**src/rtl/rv_iommu_fq_writer_pkg.sv**
```systemverilog
// Shared definitions for the IOMMU fault-queue writer: record layout,
// queue geometry and the writer FSM encoding.
package rv_iommu_fq_writer_pkg;

    localparam int unsigned FQ_ENTRY_BYTES = 32;
    localparam int unsigned FQ_BEATS       = 4;
    localparam int unsigned FQ_BEAT_BYTES  = 8;
    localparam int unsigned FQ_REC_W       = FQ_ENTRY_BYTES * 8;
    localparam int unsigned FQ_BEAT_W      = $clog2(FQ_BEATS);
    localparam int unsigned FQ_ENTRY_SHIFT = $clog2(FQ_ENTRY_BYTES);
    localparam int unsigned FQ_BEAT_SHIFT  = $clog2(FQ_BEAT_BYTES);

    typedef enum logic [1:0] {
        IDLE      = 2'd0,
        WRITE     = 2'd1,
        WAIT_RESP = 2'd2
    } fq_state_e;

    // Fault record as it sits in memory: beat 0 is bits [63:0].
    typedef struct packed {
        logic [63:0] iotval2;
        logic [63:0] iotval;
        logic [31:0] reserved;
        logic [31:0] custom;
        logic [23:0] did;
        logic [5:0]  ttyp;
        logic        priv;
        logic        pv;
        logic [19:0] pid;
        logic [11:0] cause;
    } fault_record_t;

    // Index mask for a queue of 2^(log2szm1+1) entries; log2szm1=31 yields all ones.
    function automatic logic [31:0] fq_mask(input logic [4:0] log2szm1);
        return (32'd2 << log2szm1) - 32'd1;
    endfunction

endpackage

```
**src/rtl/rv_iommu_fq_writer_fifo.sv**
```systemverilog
// Input record buffer: synchronous FIFO with flush, registered storage,
// read data presented from the head entry (no fall-through).
module rv_iommu_fq_writer_fifo #(
    parameter int unsigned DATA_WIDTH = 256,
    parameter int unsigned DEPTH      = 4
) (
    input  logic                  clk_i,
    input  logic                  rst_i,
    input  logic                  flush_i,
    output logic                  full_o,
    output logic                  empty_o,
    input  logic [DATA_WIDTH-1:0] data_i,
    input  logic                  push_i,
    output logic [DATA_WIDTH-1:0] data_o,
    input  logic                  pop_i
);

    localparam int unsigned AW = (DEPTH > 1) ? $clog2(DEPTH) : 1;
    localparam logic [AW:0] DEPTH_CNT = (AW + 1)'(DEPTH);

    logic [AW-1:0]         rd_ptr_q, rd_ptr_d;
    logic [AW-1:0]         wr_ptr_q, wr_ptr_d;
    logic [AW:0]           cnt_q, cnt_d;
    logic [DATA_WIDTH-1:0] mem_q [DEPTH];
    logic                  do_push, do_pop;

    assign full_o  = (cnt_q == DEPTH_CNT);
    assign empty_o = (cnt_q == '0);
    assign do_push = push_i & ~full_o;
    assign do_pop  = pop_i & ~empty_o;
    assign data_o  = mem_q[rd_ptr_q];

    // Pointer and occupancy next-state; flush discards everything buffered.
    always_comb begin
        rd_ptr_d = rd_ptr_q;
        wr_ptr_d = wr_ptr_q;
        cnt_d    = cnt_q;
        if (flush_i) begin
            rd_ptr_d = '0;
            wr_ptr_d = '0;
            cnt_d    = '0;
        end else begin
            if (do_push) wr_ptr_d = wr_ptr_q + 1'b1;
            if (do_pop)  rd_ptr_d = rd_ptr_q + 1'b1;
            case ({do_push, do_pop})
                2'b10:   cnt_d = cnt_q + 1'b1;
                2'b01:   cnt_d = cnt_q - 1'b1;
                default: cnt_d = cnt_q;
            endcase
        end
    end

    // Control state register.
    always_ff @(posedge clk_i) begin
        if (rst_i) begin
            rd_ptr_q <= '0;
            wr_ptr_q <= '0;
            cnt_q    <= '0;
        end else begin
            rd_ptr_q <= rd_ptr_d;
            wr_ptr_q <= wr_ptr_d;
            cnt_q    <= cnt_d;
        end
    end

    // Storage is data only and needs no reset.
    always_ff @(posedge clk_i) begin
        if (do_push) mem_q[wr_ptr_q] <= data_i;
    end

endmodule

```
**src/rtl/rv_iommu_fq_writer.sv**
```systemverilog
// IOMMU fault-queue writer: buffers incoming fault records, writes each to
// the in-memory queue tail as four 64-bit beats, and owns fqof/fqmf/fip.
module rv_iommu_fq_writer
    import rv_iommu_fq_writer_pkg::*;
#(
    parameter int unsigned BUF_DEPTH = 4,
    parameter int unsigned PPN_W     = 44,
    parameter int unsigned ADDR_W    = 56
) (
    input  logic                clk_i,
    input  logic                rst_i,
    input  logic                fq_en_i,
    input  logic [PPN_W-1:0]    fq_base_ppn_i,
    input  logic [4:0]          fq_log2sz_i,
    input  logic [31:0]         fq_head_i,
    output logic [31:0]         fq_tail_o,
    input  logic                rec_valid_i,
    output logic                rec_ready_o,
    input  fault_record_t       rec_i,
    output logic                mem_req_o,
    input  logic                mem_gnt_i,
    output logic [ADDR_W-1:0]   mem_addr_o,
    output logic [63:0]         mem_wdata_o,
    output logic                mem_last_o,
    input  logic                mem_resp_valid_i,
    input  logic                mem_resp_err_i,
    output logic                fqof_o,
    output logic                fqmf_o,
    input  logic                fqof_clr_i,
    input  logic                fqmf_clr_i,
    output logic                fip_o,
    input  logic                fip_clr_i,
    output logic                busy_o
);

    localparam logic [FQ_BEAT_W-1:0] LAST_BEAT = FQ_BEAT_W'(FQ_BEATS - 1);

    fq_state_e              state_q, state_d;
    logic [FQ_BEAT_W-1:0]   beat_q, beat_d;
    logic [31:0]            tail_q, tail_d;
    fault_record_t          rec_q, rec_d;
    logic                   fqof_q, fqof_d;
    logic                   fqmf_q, fqmf_d;
    logic                   fip_q, fip_d;
    logic                   en_q;

    logic                   en_rise, en_fall;
    logic                   fifo_full, fifo_empty, fifo_push, fifo_pop;
    logic [FQ_REC_W-1:0]    fifo_rdata;
    logic [FQ_REC_W-1:0]    rec_bits;
    logic [31:0]            mask, tail_idx, tail_inc;
    logic                   q_full;
    logic                   of_set, mf_set, fip_set;
    logic [ADDR_W-1:0]      base_addr, entry_off, beat_off;

    // Enable edges come from a registered compare so software toggles are seen once.
    assign en_rise = fq_en_i & ~en_q;
    assign en_fall = ~fq_en_i & en_q;

    // Records offered while the queue is disabled are accepted and dropped.
    assign rec_ready_o = ~fifo_full;
    assign fifo_push   = rec_valid_i & rec_ready_o & fq_en_i;

    rv_iommu_fq_writer_fifo #(
        .DATA_WIDTH (FQ_REC_W),
        .DEPTH      (BUF_DEPTH)
    ) u_buf (
        .clk_i   (clk_i),
        .rst_i   (rst_i),
        .flush_i (en_fall),
        .full_o  (fifo_full),
        .empty_o (fifo_empty),
        .data_i  (rec_i),
        .push_i  (fifo_push),
        .data_o  (fifo_rdata),
        .pop_i   (fifo_pop)
    );

    // Queue index arithmetic; head is re-read every check so software updates apply at once.
    assign mask     = fq_mask(fq_log2sz_i);
    assign tail_idx = tail_q & mask;
    assign tail_inc = (tail_q + 32'd1) & mask;
    assign q_full   = (tail_inc == (fq_head_i & mask));

    assign base_addr = ADDR_W'({fq_base_ppn_i, 12'h000});
    assign entry_off = ADDR_W'(tail_idx) << FQ_ENTRY_SHIFT;
    assign beat_off  = ADDR_W'(beat_q) << FQ_BEAT_SHIFT;
    assign rec_bits  = rec_q;

    // Beat outputs derive from held state, so they stay stable while ungranted.
    assign mem_req_o   = (state_q == WRITE);
    assign mem_last_o  = (state_q == WRITE) && (beat_q == LAST_BEAT);
    assign mem_addr_o  = (state_q == WRITE) ? (base_addr + entry_off + beat_off) : '0;
    assign mem_wdata_o = (state_q == WRITE) ? rec_bits[{beat_q, 6'd0} +: 64] : 64'd0;

    assign fq_tail_o = tail_q;
    assign fqof_o    = fqof_q;
    assign fqmf_o    = fqmf_q;
    assign fip_o     = fip_q;
    assign busy_o    = (state_q != IDLE) | ~fifo_empty;

    // Writer FSM next-state, tail update and status flag update.
    always_comb begin
        state_d  = state_q;
        beat_d   = beat_q;
        tail_d   = tail_q;
        rec_d    = rec_q;
        fifo_pop = 1'b0;
        of_set   = 1'b0;
        mf_set   = 1'b0;
        fip_set  = 1'b0;

        unique case (state_q)
            IDLE: begin
                if (!fifo_empty && fq_en_i) begin
                    fifo_pop = 1'b1;
                    // While overflow or memory-fault is pending, records are discarded silently.
                    if (!(fqof_q || fqmf_q)) begin
                        if (q_full) begin
                            of_set  = 1'b1;
                            fip_set = 1'b1;
                        end else begin
                            rec_d   = fault_record_t'(fifo_rdata);
                            beat_d  = '0;
                            state_d = WRITE;
                        end
                    end
                end
            end
            WRITE: begin
                if (mem_gnt_i) begin
                    beat_d = beat_q + 1'b1;
                    if (beat_q == LAST_BEAT) state_d = WAIT_RESP;
                end
            end
            WAIT_RESP: begin
                if (mem_resp_valid_i) begin
                    state_d = IDLE;
                    fip_set = 1'b1;
                    if (mem_resp_err_i) begin
                        mf_set = 1'b1;
                    end else if (fq_en_i) begin
                        // A write that finished after the queue was disabled does not publish.
                        tail_d = tail_inc;
                    end
                end
            end
            default: state_d = IDLE;
        endcase

        // Set wins over a same-cycle software clear.
        fqof_d = of_set  | (fqof_q & ~fqof_clr_i);
        fqmf_d = mf_set  | (fqmf_q & ~fqmf_clr_i);
        fip_d  = fip_set | (fip_q  & ~fip_clr_i);

        // Re-enabling the queue restarts it from an empty, error-free state.
        if (en_rise) begin
            tail_d = '0;
            fqof_d = 1'b0;
            fqmf_d = 1'b0;
        end
    end

    // Control and status registers.
    always_ff @(posedge clk_i) begin
        if (rst_i) begin
            state_q <= IDLE;
            beat_q  <= '0;
            tail_q  <= '0;
            fqof_q  <= 1'b0;
            fqmf_q  <= 1'b0;
            fip_q   <= 1'b0;
            en_q    <= 1'b0;
        end else begin
            state_q <= state_d;
            beat_q  <= beat_d;
            tail_q  <= tail_d;
            fqof_q  <= fqof_d;
            fqmf_q  <= fqmf_d;
            fip_q   <= fip_d;
            en_q    <= fq_en_i;
        end
    end

    // Latched record being written; data only, so not reset.
    always_ff @(posedge clk_i) begin
        rec_q <= rec_d;
    end

endmodule

```
**config.mk**
```make
export PLATFORM = sky130hd
export DESIGN_NAME = rv_iommu_fq_writer
export DESIGN_NICKNAME = d
export VERILOG_FILES = /design/src/rtl/rv_iommu_fq_writer_pkg.sv /design/src/rtl/rv_iommu_fq_writer_fifo.sv /design/src/rtl/rv_iommu_fq_writer.sv
export SDC_FILE = /design/constraint.sdc
export NUM_CORES = 1
export LEC_CHECK = 0
export CAP_MARGIN = 20
export CORE_MARGIN = 10
export CORE_UTILIZATION = 46
export DETAILED_ROUTE_END_ITERATION = 6
export DONT_BUFFER_PORTS = 1
export SLEW_MARGIN = 25
export SYNTH_ARGS = -nofsm -noshare
export SYNTH_HDL_FRONTEND = slang
export SYNTH_SLANG_ARGS = --single-unit
```
**constraint.sdc**
```tcl
create_clock -name clk_i -period 45.1 [get_ports clk_i]
set_input_delay 0 -clock clk_i [delete_from_list [all_inputs] [get_ports clk_i]]
set_output_delay 0 -clock clk_i [all_outputs]
set_load 0.01 [all_outputs]
```
== Word-level counts from Yosys, hierarchy flattened ==
Memory sizes are Yosys's and may differ from the RTL's. A register that Yosys moved wholly into a read port is not among the register bits.
Index checks and enable logic that the tools add are counted.

* Bits in registers: 47
* Memory bits (writable): 1,024
* Logic and storage cells: 104
* Memories kept: 1

{| class="wikitable"
|+ Memories
! name !! words !! bits a word !! rd ports !! clocked after Yosys merged registers in !! write ports !! line !! source
|-
| u_buf.mem_q || 4 || 256 || 1 || 1 || 1 || rv_iommu_fq_writer_fifo.sv:24 || <nowiki>logic [DATA_WIDTH-1:0] mem_q [DEPTH];</nowiki>
|}

* $add $sub $neg: 9
* Eq/ne operators: 13
* Shift operators: 2
* Mux-type cells: 28
* Bitwise gates (word level): 26
* Reduce and logical (&&, ||, !) cells: 15

{| class="wikitable"
|+ Operator list
! operator !! number
|-
| $shiftx A256 B9 Y64 || 1
|-
| $and A32 B32 Y32 || 3
|-
| $mux W64 || 1
|-
| $add A56 B37 Y56 || 1
|-
| $add A56 B5 Y56 || 1
|-
| $mux W56 || 1
|-
| $add A32 B1 Y32 const B || 1
|-
| $eq A32 B32 Y1 || 1
|-
| $shl A2 B5 Y32 const A || 1
|-
| $sub A32 B1 Y32 const B || 1
|-
| $mux W2 || 10
|-
| $mux W1 || 12
|-
| $not A1 Y1 || 10
|-
| $and A1 B1 Y1 || 9
|-
| $ne A2 B2 Y1 const B || 4
|-
| $reduce_and A4 Y1 || 2
|-
| $add A2 B1 Y2 const B || 3
|-
| $eq A2 B2 Y1 const B || 3
|-
| $pmux W2 S3 || 1
|-
| $pmux W3 S2 || 1
|-
| $reduce_and A6 Y1 || 1
|-
| $reduce_bool A2 Y1 || 3
|-
| $reduce_and A5 Y1 || 1
|-
| $eq A2 B1 Y1 const B || 2
|-
| other kinds (13) || 19
|}

== Longest topological paths before layout ==
Gate-level depths: netlist of run 1.

* Word-level depth: 9
* Mapped depth: 22

== Hierarchy ==
From an unflattened synthesis of run 1, not the netlist that was laid out.

* Cells, all modules: 2,635
* Area, all modules: 52,858.2 um^2

{| class="wikitable"
|+ Modules (own cells, without submodules)
! module !! instances !! cells an instance !! area an instance (um^2)
|-
| rv_iommu_fq_writer_fifo || 1 || 1,393 || 37,467.2
|-
| rv_iommu_fq_writer || 1 || 1,242 || 15,391.0
|}

== Least setup slack after synthesis of run 1 ==
No wires, ideal clock.

* Path kind: input to register
* From: input port fq_log2sz_i[1]
* To: register rec_q (netlist bit rec_bits[0]), enable pin
* Setup time: 0.905 ns
* Data arrival time: 13.547 ns
* Data required time: 44.195 ns
* Slack: 30.648 ns
* Stages on the path: 12
* Path through: clkbuf_1 -> clkbuf_1 -> nand3b_1 -> ha_1 -> clkbuf_1 -> buf_2 -> o21ai_0 -> o32a_1 -> o221ai_1 -> a2111oi_4 -> o2111ai_2 -> nor2b_1

* Longest elaborated chain between the ends: 6

{| class="wikitable"
|+ RTL lines
! item !! line !! source
|-
| from (decl) || rv_iommu_fq_writer.sv:14 || <nowiki>input logic [4:0] fq_log2sz_i,</nowiki>
|-
| $shl A2 B5 Y32 (*) || rv_iommu_fq_writer_pkg.sv:35 || <nowiki>return (32'd2 << log2szm1) - 32'd1;</nowiki>
|-
| $sub A32 B1 Y32 (*) || rv_iommu_fq_writer_pkg.sv:35 ||
|-
| $and A32 B32 Y32, on equally long branches || rv_iommu_fq_writer.sv:82, rv_iommu_fq_writer.sv:83 ||
|-
| $eq A32 B32 Y1 (*) || rv_iommu_fq_writer.sv:83 || <nowiki>assign q_full = (tail_inc == (fq_head_i & mask));</nowiki>
|-
| $not A1 Y1 (no line) (*) || n/a ||
|-
| $reduce_and A4 Y1 (no line) (*) || n/a ||
|-
| to (signal assigned) || rv_iommu_fq_writer.sv:187 || <nowiki>rec_q <= rec_d;</nowiki>
|-
| to (decl) || rv_iommu_fq_writer.sv:41 || <nowiki>fault_record_t rec_q, rec_d;</nowiki>
|}

Every way passes the cells marked *; elsewhere a longest branch is shown, timed or not.
A chain may end at the register's enable or synchronous reset.

== Worst setup path in the final report of run 1 ==
* From: input port fq_log2sz_i[3]
* To: output port mem_addr_o[42]

* Longest elaborated chain between the ends: 6

{| class="wikitable"
|+ RTL lines
! item !! line !! source
|-
| $shl A2 B5 Y32 || rv_iommu_fq_writer_pkg.sv:35 ||
|-
| $sub A32 B1 Y32 || rv_iommu_fq_writer_pkg.sv:35 ||
|-
| $and A32 B32 Y32 || rv_iommu_fq_writer.sv:81 || <nowiki>assign tail_idx = tail_q & mask;</nowiki>
|-
| $add A56 B37 Y56 || rv_iommu_fq_writer.sv:93 || <nowiki>assign mem_addr_o = (state_q == WRITE) ? (base_addr + entry_off + beat_off) : '0;</nowiki>
|-
| $add A56 B5 Y56 || rv_iommu_fq_writer.sv:93 ||
|-
| $mux W56 || rv_iommu_fq_writer.sv:93 ||
|-
| to (decl) || rv_iommu_fq_writer.sv:22 || <nowiki>output logic [ADDR_W-1:0] mem_addr_o,</nowiki>
|}

Every way passes these cells.

==> summary.md, run 1 <==
| Metric | Value |
|---|---|
| Maximum VDD drop | `0.0000360 V` |
| Net Sw Frac | `22.6%` |
| Startpoint Class | `input pin` |
| Fillers | `8,633` |
| Clock share of power | `38.7%` |
| Vias per cell | `5.71` |
| Crit share post-route | `14.6%` |
| Sequential-to-total area share from yosys stat | `74.8%` |
| Critical-path top delay cell | `dlygate4sd3_1` |
| Final Non-Filler Cells | `4,788` |
| Post-CTS sizing | `0` |
| Reg2reg start | `fq_tail_o[18]` |
| Worst hold start | `rec_i[249]` |
| Critical path arrival | `6.59 ns` |
| Hold Path Class | `in -> reg` |
| Pleak | `20.1 nW` |
| Routability Congestion | `0.887` |
| Setup tns final | `0 ns` |
| CTS tree | `done` |
| Ports | `506` |
| Post-synth ARST share | `0%` |
| GR Util All Layers | `20.3%` |
| Share of power burned in registers | `51.0%` |
| Slew Limit Fails | `0` |
| Clock sink count | `1,327` |
| Mapped Avg Cell Area | `19.9 um2` |
| CTS Buf Count | `142` |
| Clock skew | `0.0302 ns` |
| Final Setup Violations | `0` |
| WP data required | `45.10 ns` |
| Core area | `114,000 um2` |
| Vias in the first global route | `28,855` |
| Post-synth EDFFs | `1,280` |
| Initial Utilization | `46.2%` |
| CP top delay family | `simple AND/OR/NAND/NOR gates` |
| Synth unique cells | `81` |
| Routed Wire Length | `131 mm` |
| Crit-path max cell delay | `0.90 ns` |
| Worst Hold End | `u_buf.mem_q[3][249]` |
| Die ar. | `128,000 um2` |
| Initial DRC count | `2,238` |
| WS Path Type | `in -> out` |
| Global-route wire length before repair | `195 mm` |
| Drt pass-1 iters | `7` |
| Switching power | `0.648 mW` |
| Main area contributors after synthesis | `edfxtp_1 73%, mux4_2 14%, dfxtp_1 1.8%` |
| CTS root buf | `clkbuf_16` |
| Maximum clock rate | `152 MHz` |
| Hold depth | `1` |
| Slew margin rel. | `16.6%` |
| R2R Setup Slk | `39.54 ns` |
| Yosys reg bits | `1,327` |
| Maxcap violations | `0` |
| Place WS | `38.70 ns` |
| Post-CTS Setup Repair Bufs | `0` |
| Dpl cells | `4,057` |
| Initial antenna violation count | `22` |
| CP Buf/Inv Count | `3` |
| Share of Yosys cell area claimed by the top area cell type | `73.1%` |
| RSZ-0062 raised after global routing | `false` |
| Post-Syn Area | `52,600 um2` |
| Top FF cell, synth | `edfxtp_1` |
| Die height | `358 um` |
| Final hold violation count | `0` |
| Worst-Skew Late Latency | `0.74 ns` |
| H-tree depth | `4` |
| Warnings, synthesis | `0` |
| CTS hold repair buffers | `471` |
| Cell Chain, Critical Path | `dlygate4sd3_1 > nor3_2 > and2_1 > inv_1 > ha_1 > nor2_1 > a21oi_1 > o21ai_0 > and2_1 > ha_1 > inv_1 > fa_1 > nor2b_1 > o21a_1 > o21ai_0 > a21oi_1 > nand4bb_1 > nand4_1 > a211oi_1 > mux2i_1` |
| Largest net degree at the start of global routing | `139` |
| PortBufs | `0` |
| Gate power share | `10.3%` |
| P&R area growth vs syn | `20.8%` |
| Critical R2R Capture | `rec_bits[115]` |
| Num rows | `124` |
| Post-route DRC | `0` |
| Status | `complete, no violations` |
| Die W | `358 um` |
| Clock-pin transition on the worst setup and hold timing paths | `0.06 ns` |
| Worst Tran Pin Value | `1.25 ns` |
| Max clock buf depth | `3` |
| Wire per inst | `27.3 um` |
| CP endpoint kind | `output port` |
| Vias | `27,354` |
| Tmin final | `6.59 ns` |
| Synth area leader | `edfxtp_1` |
| Crit path max fanout | `23` |
| Final worst slack | `38.51 ns` |
| Layout cell share with drive strength beyond 1 | `17.5%` |
| Worst hold slack | `0.0344 ns` |
| Grt ovf | `0` |
| R2R depth | `10` |
| Detail Placement HPWL | `79.8 mm` |
| Post-layout net count | `3,543` |
| Post-route ant nets | `0` |
| P per Cell Area | `45.1 nW/um2` |
| Internal | `2.22 mW` |
| Syn Inst Count | `2,647` |
## metal layers
| metal | part of all wire, % | vias up | global-route usage [%] |
|---|---|---|---|
| met5 | 0.13 | - | 0 |
| met4 | 2.4 | 26 | 6.03 |
| met3 | 6.7 | 209 | 4.58 |
| met2 | 51 | 948 | 33.9 |
| met1 | 40 | 14284 | 26.6 |
| li1 | - | 11887 | - |
## area by class of cell
| cell class | instances | area [um2] | share of cell area [%] |
|---|---|---|---|
| diodes | 8 | 20.0 | 0.0315 |
| clock buffers | 177 | 3730 | 5.86 |
| clock inverters | 74 | 722 | 1.14 |
| inverters | 36 | 138 | 0.217 |
| multi-input cells | 1150 | 12600 | 19.8 |
| flip-flops and latches | 1327 | 39400 | 62.0 |
| well taps | 1512 | 1890 | 2.98 |
| repair buffers | 504 | 5080 | 7.99 |
## power groups by stage
stage | Combinational [mW] | Clock [mW] | Sequential [mW]
floorplan | 0.194 | 0 | 1.50
global placement | 0.253 | 0 | 1.49
detailed placement | 0.256 | 0 | 1.49
CTS | 0.303 | 1.14 | 1.46
global route | 0.320 | 1.19 | 1.47
finish | 0.294 | 1.11 | 1.46
## metrics by stage
step                instance area (um2)  power [mW]  util (%)
finish                            63600        2.87      55.8
detailed placement                54400        1.74      47.7
CTS                               63500        2.90      55.8
global placement                  54300        1.74      47.7
global route                      63600        2.98      55.8
floorplan                         52600        1.69         -
## cells in the final DEF (no fill, tap or decap), types with 6 or more instances in the layout
master and n:
clkinv_1 28, nand4_1 15, mux2i_1 10, a21o_1 18
clkbuf_1 33, a31oi_1 11, o21a_1 13, ha_1 33
xnor2_1 51, and4_1 14, nor3b_1 9, nand3_1 27
o21ai_0 55, nor4_1 15, nand2_1 75, dfxtp_1 43
clkbuf_16 144, and3_1 21, clkinv_2 18, bufinv_16 10
nand2b_1 12, a22oi_1 6, buf_4 20, nor2_1 93
o211ai_1 9, inv_1 35, xor2_1 24, nor3_1 36
edfxtp_1 1280, nor2b_1 17, a21oi_1 68, diode_2 8
mux4_2 320, dlygate4sd3_1 471, and2_1 88, or4_1 9
a32oi_1 6
## logic make-up after synthesis
group           Yosys count  synth area share, %
compound gates          244                 3.04
xor+xnor                 75                 1.25
fa+ha+maj                35                0.861
buf+inv                 172                 1.30
flops                  1327                 74.8
mux                     330                 13.9
other cells               1              0.00713
simple gates            463                 4.80
## state kept, by name, summed over array words and instances, names as in the netlist
| name | cells |
|---|---|
| beat_q | 2 |
| rec_bits | 256 |
| u_buf.cnt_q | 3 |
| en_q | 1 |
| fip_o | 1 |
| u_buf.mem_q | 1024 |
| fqmf_o | 1 |
| u_buf.wr_ptr_q | 2 |
| fqof_o | 1 |
| state_q | 2 |
| u_buf.rd_ptr_q | 2 |
| fq_tail_o | 32 |
## Yosys cell counts, types with 10 or more instances
| cell | count |
|---|---|
| edfxtp_1 | 1280 |
| mux4_2 | 320 |
| nor2_1 | 93 |
| and2_1 | 92 |
| nand2_1 | 75 |
| a21oi_1 | 68 |
| clkbuf_1 | 67 |
| o21ai_0 | 55 |
| xnor2_1 | 51 |
| buf_1 | 49 |
| dfxtp_1 | 47 |
| nor3_1 | 37 |
| inv_1 | 36 |
| ha_1 | 33 |
| nand3_1 | 27 |
| xor2_1 | 24 |
| and3_1 | 21 |
| a21o_1 | 18 |
| nor2b_1 | 18 |
| nand4_1 | 15 |
| nor4_1 | 15 |
| and4_1 | 14 |
| o21a_1 | 13 |
| buf_2 | 12 |
| nand2b_1 | 12 |
| a31oi_1 | 11 |
| mux2i_1 | 10 |
| nor3b_1 | 10 |
## worst max path at each step
stage | from | to | slack (ns) | cells after the start
2_1_floorplan | fq_log2sz_i[1] | rec_bits[0] | 30.65 | 12
3_3_place_gp | fq_log2sz_i[3] | rec_bits[150] | 38.83 | 15
3_5_place_dp | fq_log2sz_i[3] | rec_bits[150] | 38.70 | 15
4_1_cts | fq_log2sz_i[3] | rec_bits[25] | 38.46 | 16
5_1_grt | fq_log2sz_i[3] | mem_addr_o[42] | 37.96 | 20
6_report | fq_log2sz_i[3] | mem_addr_o[42] | 38.51 | 20
No activity file was read; power rests on OpenSTA's default activity.
==> inputs of run 2 (changes only) <==
==> constraint.sdc (replaced) <==
create_clock -name clk_i -period 6.3 [get_ports clk_i]
set_input_delay 0 -clock clk_i [delete_from_list [all_inputs] [get_ports clk_i]]
set_output_delay 0 -clock clk_i [all_outputs]
set_load 0.01 [all_outputs]
==> summary.md, run 2 (synthesis gave the netlist of run 1 again) <==
| Metric | Value |
|---|---|
| WP data required | `6.30 ns (-38.80 ns)` |
| Num rows | `124 (unchanged)` |
| Place WS | `1.43 ns (-37.27 ns)` |
| Core area | `114,000 um2 (unchanged)` |
| Flip-flop and latch area | `39,400 um2 (about the same)` |
| Post-CTS sizing | `0 (unchanged)` |
| Initial antenna violation count | `16 (-27%)` |
| Grt ovf | `0 (unchanged)` |
| Max clock buf depth | `3 (unchanged)` |
| Clock-pin transition on the worst setup and hold timing paths | `0.07 ns (about the same)` |
| Cell Chain, Critical Path | `dlygate4sd3_1 > buf_2 > nor3_4 > and2_1 > inv_1 > ha_2 > nor2_2 > a21oi_1 > o21ai_0 > and2_1 > ha_1 > inv_1 > fa_1 > nor2b_1 > o21a_1 > o21ai_0 > a21oi_1 > nand4bb_1 > nand4_1 > a21boi_0 > mux2i_1` |
| Critical path arrival | `6.00 ns (-0.59 ns)` |
| Die height | `358 um (unchanged)` |
| RSZ-0062 raised after global routing | `false` |
| Final hold violation count | `1 (+1)` |
| Worst hold slack | `-0.0354 ns (-0.0698 ns)` |
| Area occupied by multi-input gates | `12,600 um2 (+0.26%)` |
| Ports | `506 (unchanged)` |
| Die ar. | `128,000 um2 (unchanged)` |
| Max reg flops | `1,024 (unchanged)` |
| Routability Congestion | `0.857 (-3.4%)` |
| Global-route wire length before repair | `194 mm (-0.59%)` |
| Top reg by flops | `u_buf.mem_q` |
| Pleak | `20.2 nW (+0.79%)` |
| Crit-path max cell delay | `0.57 ns (-0.33 ns)` |
| Fillers | `8,553 (-0.93%)` |
| Failing checks | `negative hold slack` |
| Initial Utilization | `46.2% (unchanged)` |
| Tmin final | `6.00 ns` |
| Commonest non-fill, non-tap cell in the layout | `edfxtp_1` |
| Setup tns final | `0 ns (unchanged)` |
| P&R area growth vs syn | `21.6%` |
| Final worst slack | `0.297 ns (-38.21 ns)` |
| Status | `complete, but fails checks` |
| GR Util All Layers | `20.2% (-0.14 points)` |
| Maximum VDD drop | `0.000254 V (+610%)` |
| Vias per cell | `5.67 (-0.70%)` |
| Routed Wire Length | `130 mm (-0.82%)` |
| Maxcap violations | `0 (unchanged)` |
| Layout cell share with drive strength beyond 1 | `17.7% (+0.26 points)` |
| Largest net degree at the start of global routing | `131 (-5.8%)` |
| PortBufs | `0 (unchanged)` |
| CP endpoint kind | `output port` |
| Vias | `27,322 (-0.12%)` |
| H-tree depth | `4 (unchanged)` |
| Slew Limit Fails | `0 (unchanged)` |
| P per Cell Area | `322 nW/um2 (+610%)` |
| CTS root buf | `clkbuf_16` |
| Clock sink count | `1,327 (unchanged)` |
| WS Path Type | `in -> out` |
| Post-layout net count | `3,566 (+0.65%)` |
| Startpoint Class | `input pin` |
| CTS Buf Count | `138 (-2.8%)` |
| Clock skew | `0.0304 ns (+0.000175 ns)` |
| Wire per inst | `27.0 um (-1.4%)` |
| Worst-Skew Late Latency | `0.75 ns (about the same)` |
| Crit share post-route | `95.3%` |
| Crit path max fanout | `27 (+17%)` |
| Vias in the first global route | `28,962 (+0.37%)` |
| Initial DRC count | `2,336 (+4.4%)` |
| Critical-path top delay cell | `dlygate4sd3_1` |
| Maximum clock rate | `167 MHz` |
| Worst Tran Pin Value | `1.03 ns (-0.220 ns)` |
| Post-route ant nets | `0 (unchanged)` |
| Final Setup Violations | `0 (unchanged)` |
| Post-route DRC | `0 (unchanged)` |
| Die W | `358 um (unchanged)` |
| Detail Placement HPWL | `78.5 mm (-1.7%)` |
| Drt pass-1 iters | `6 (-1)` |
| Slew margin rel. | `31.3% (+15 points)` |
| Hold Path Class | `in -> reg` |
| Most frequent cells in the layout | `1,280 x edfxtp_1, 494 x dlygate4sd3_1, 320 x mux4_2` |
| CTS tree | `done` |
## run 2: area by class of cell
class | instances | area share (%)
clock inverter | 72 | 1.21
inverter | 36 | 0.215
antenna | 11 | 0.0430
multi-input combinational | 1150 | 19.7
clock buffer | 177 | 5.77
tap | 1512 | 2.96
timing repair buffer | 531 | 8.47
sequential | 1327 | 61.6
## run 2: timing repair
action                    4_1_cts  5_1_grt
hold endpoints to repair     1071        1
setup buffers                   0        0
hold buffers                  495        1
## run 2: stage by stage
stage               area (um2)  total power [mW]  utilization (%)  hold slack [ns]  std cells
global route             64000              21.4             56.2          0.00226       4808
global placement         54500              12.4             47.8           0.0688       4058
finish                   64000              20.6             56.2          -0.0354       4816
detailed placement       54500              12.5             47.8           0.0727       4059
CTS                      63900              20.8             56.1         0.000115       4803
floorplan                52700              12.0                -           0.0989       2649
## run 2: critical path: cells and delay by family
kind | cells | cell delay, ns
AO/OA/AOI/OAI | 6 | 1.43
adder cells (fa/ha/maj) | 3 | 0.92
buffers and inverters | 4 | 1.03
multiplexers | 1 | 0.42
AND/OR/NAND/NOR | 7 | 2.18
## run 2: path summary, 6_finish.rpt
path,start,endpoint,slack [ns],cells after the start
min reg2reg,u_buf.cnt_q[2],u_buf.cnt_q[2],0.55,2
min,fq_log2sz_i[3],fq_tail_o[24],-0.04,5
max,fq_log2sz_i[4],mem_addr_o[46],0.30,21
max reg2reg,fq_tail_o[4],rec_bits[22],1.97,9
## run 2: metal layers
layer | up-vias | track usage, % | wire length [um]
li1 | 11957 | - | -
met1 | 14251 | 26.6 | 52700
met2 | 896 | 33.4 | 65400
met3 | 202 | 4.74 | 8610
met4 | 16 | 5.88 | 3030
met5 | - | 0 | 115
## run 2: power by group
part	switching, mW	internal, mW
logic	1.16	0.992
clock network	3.35	4.67
registers	0.153	10.3
total	4.67	15.9
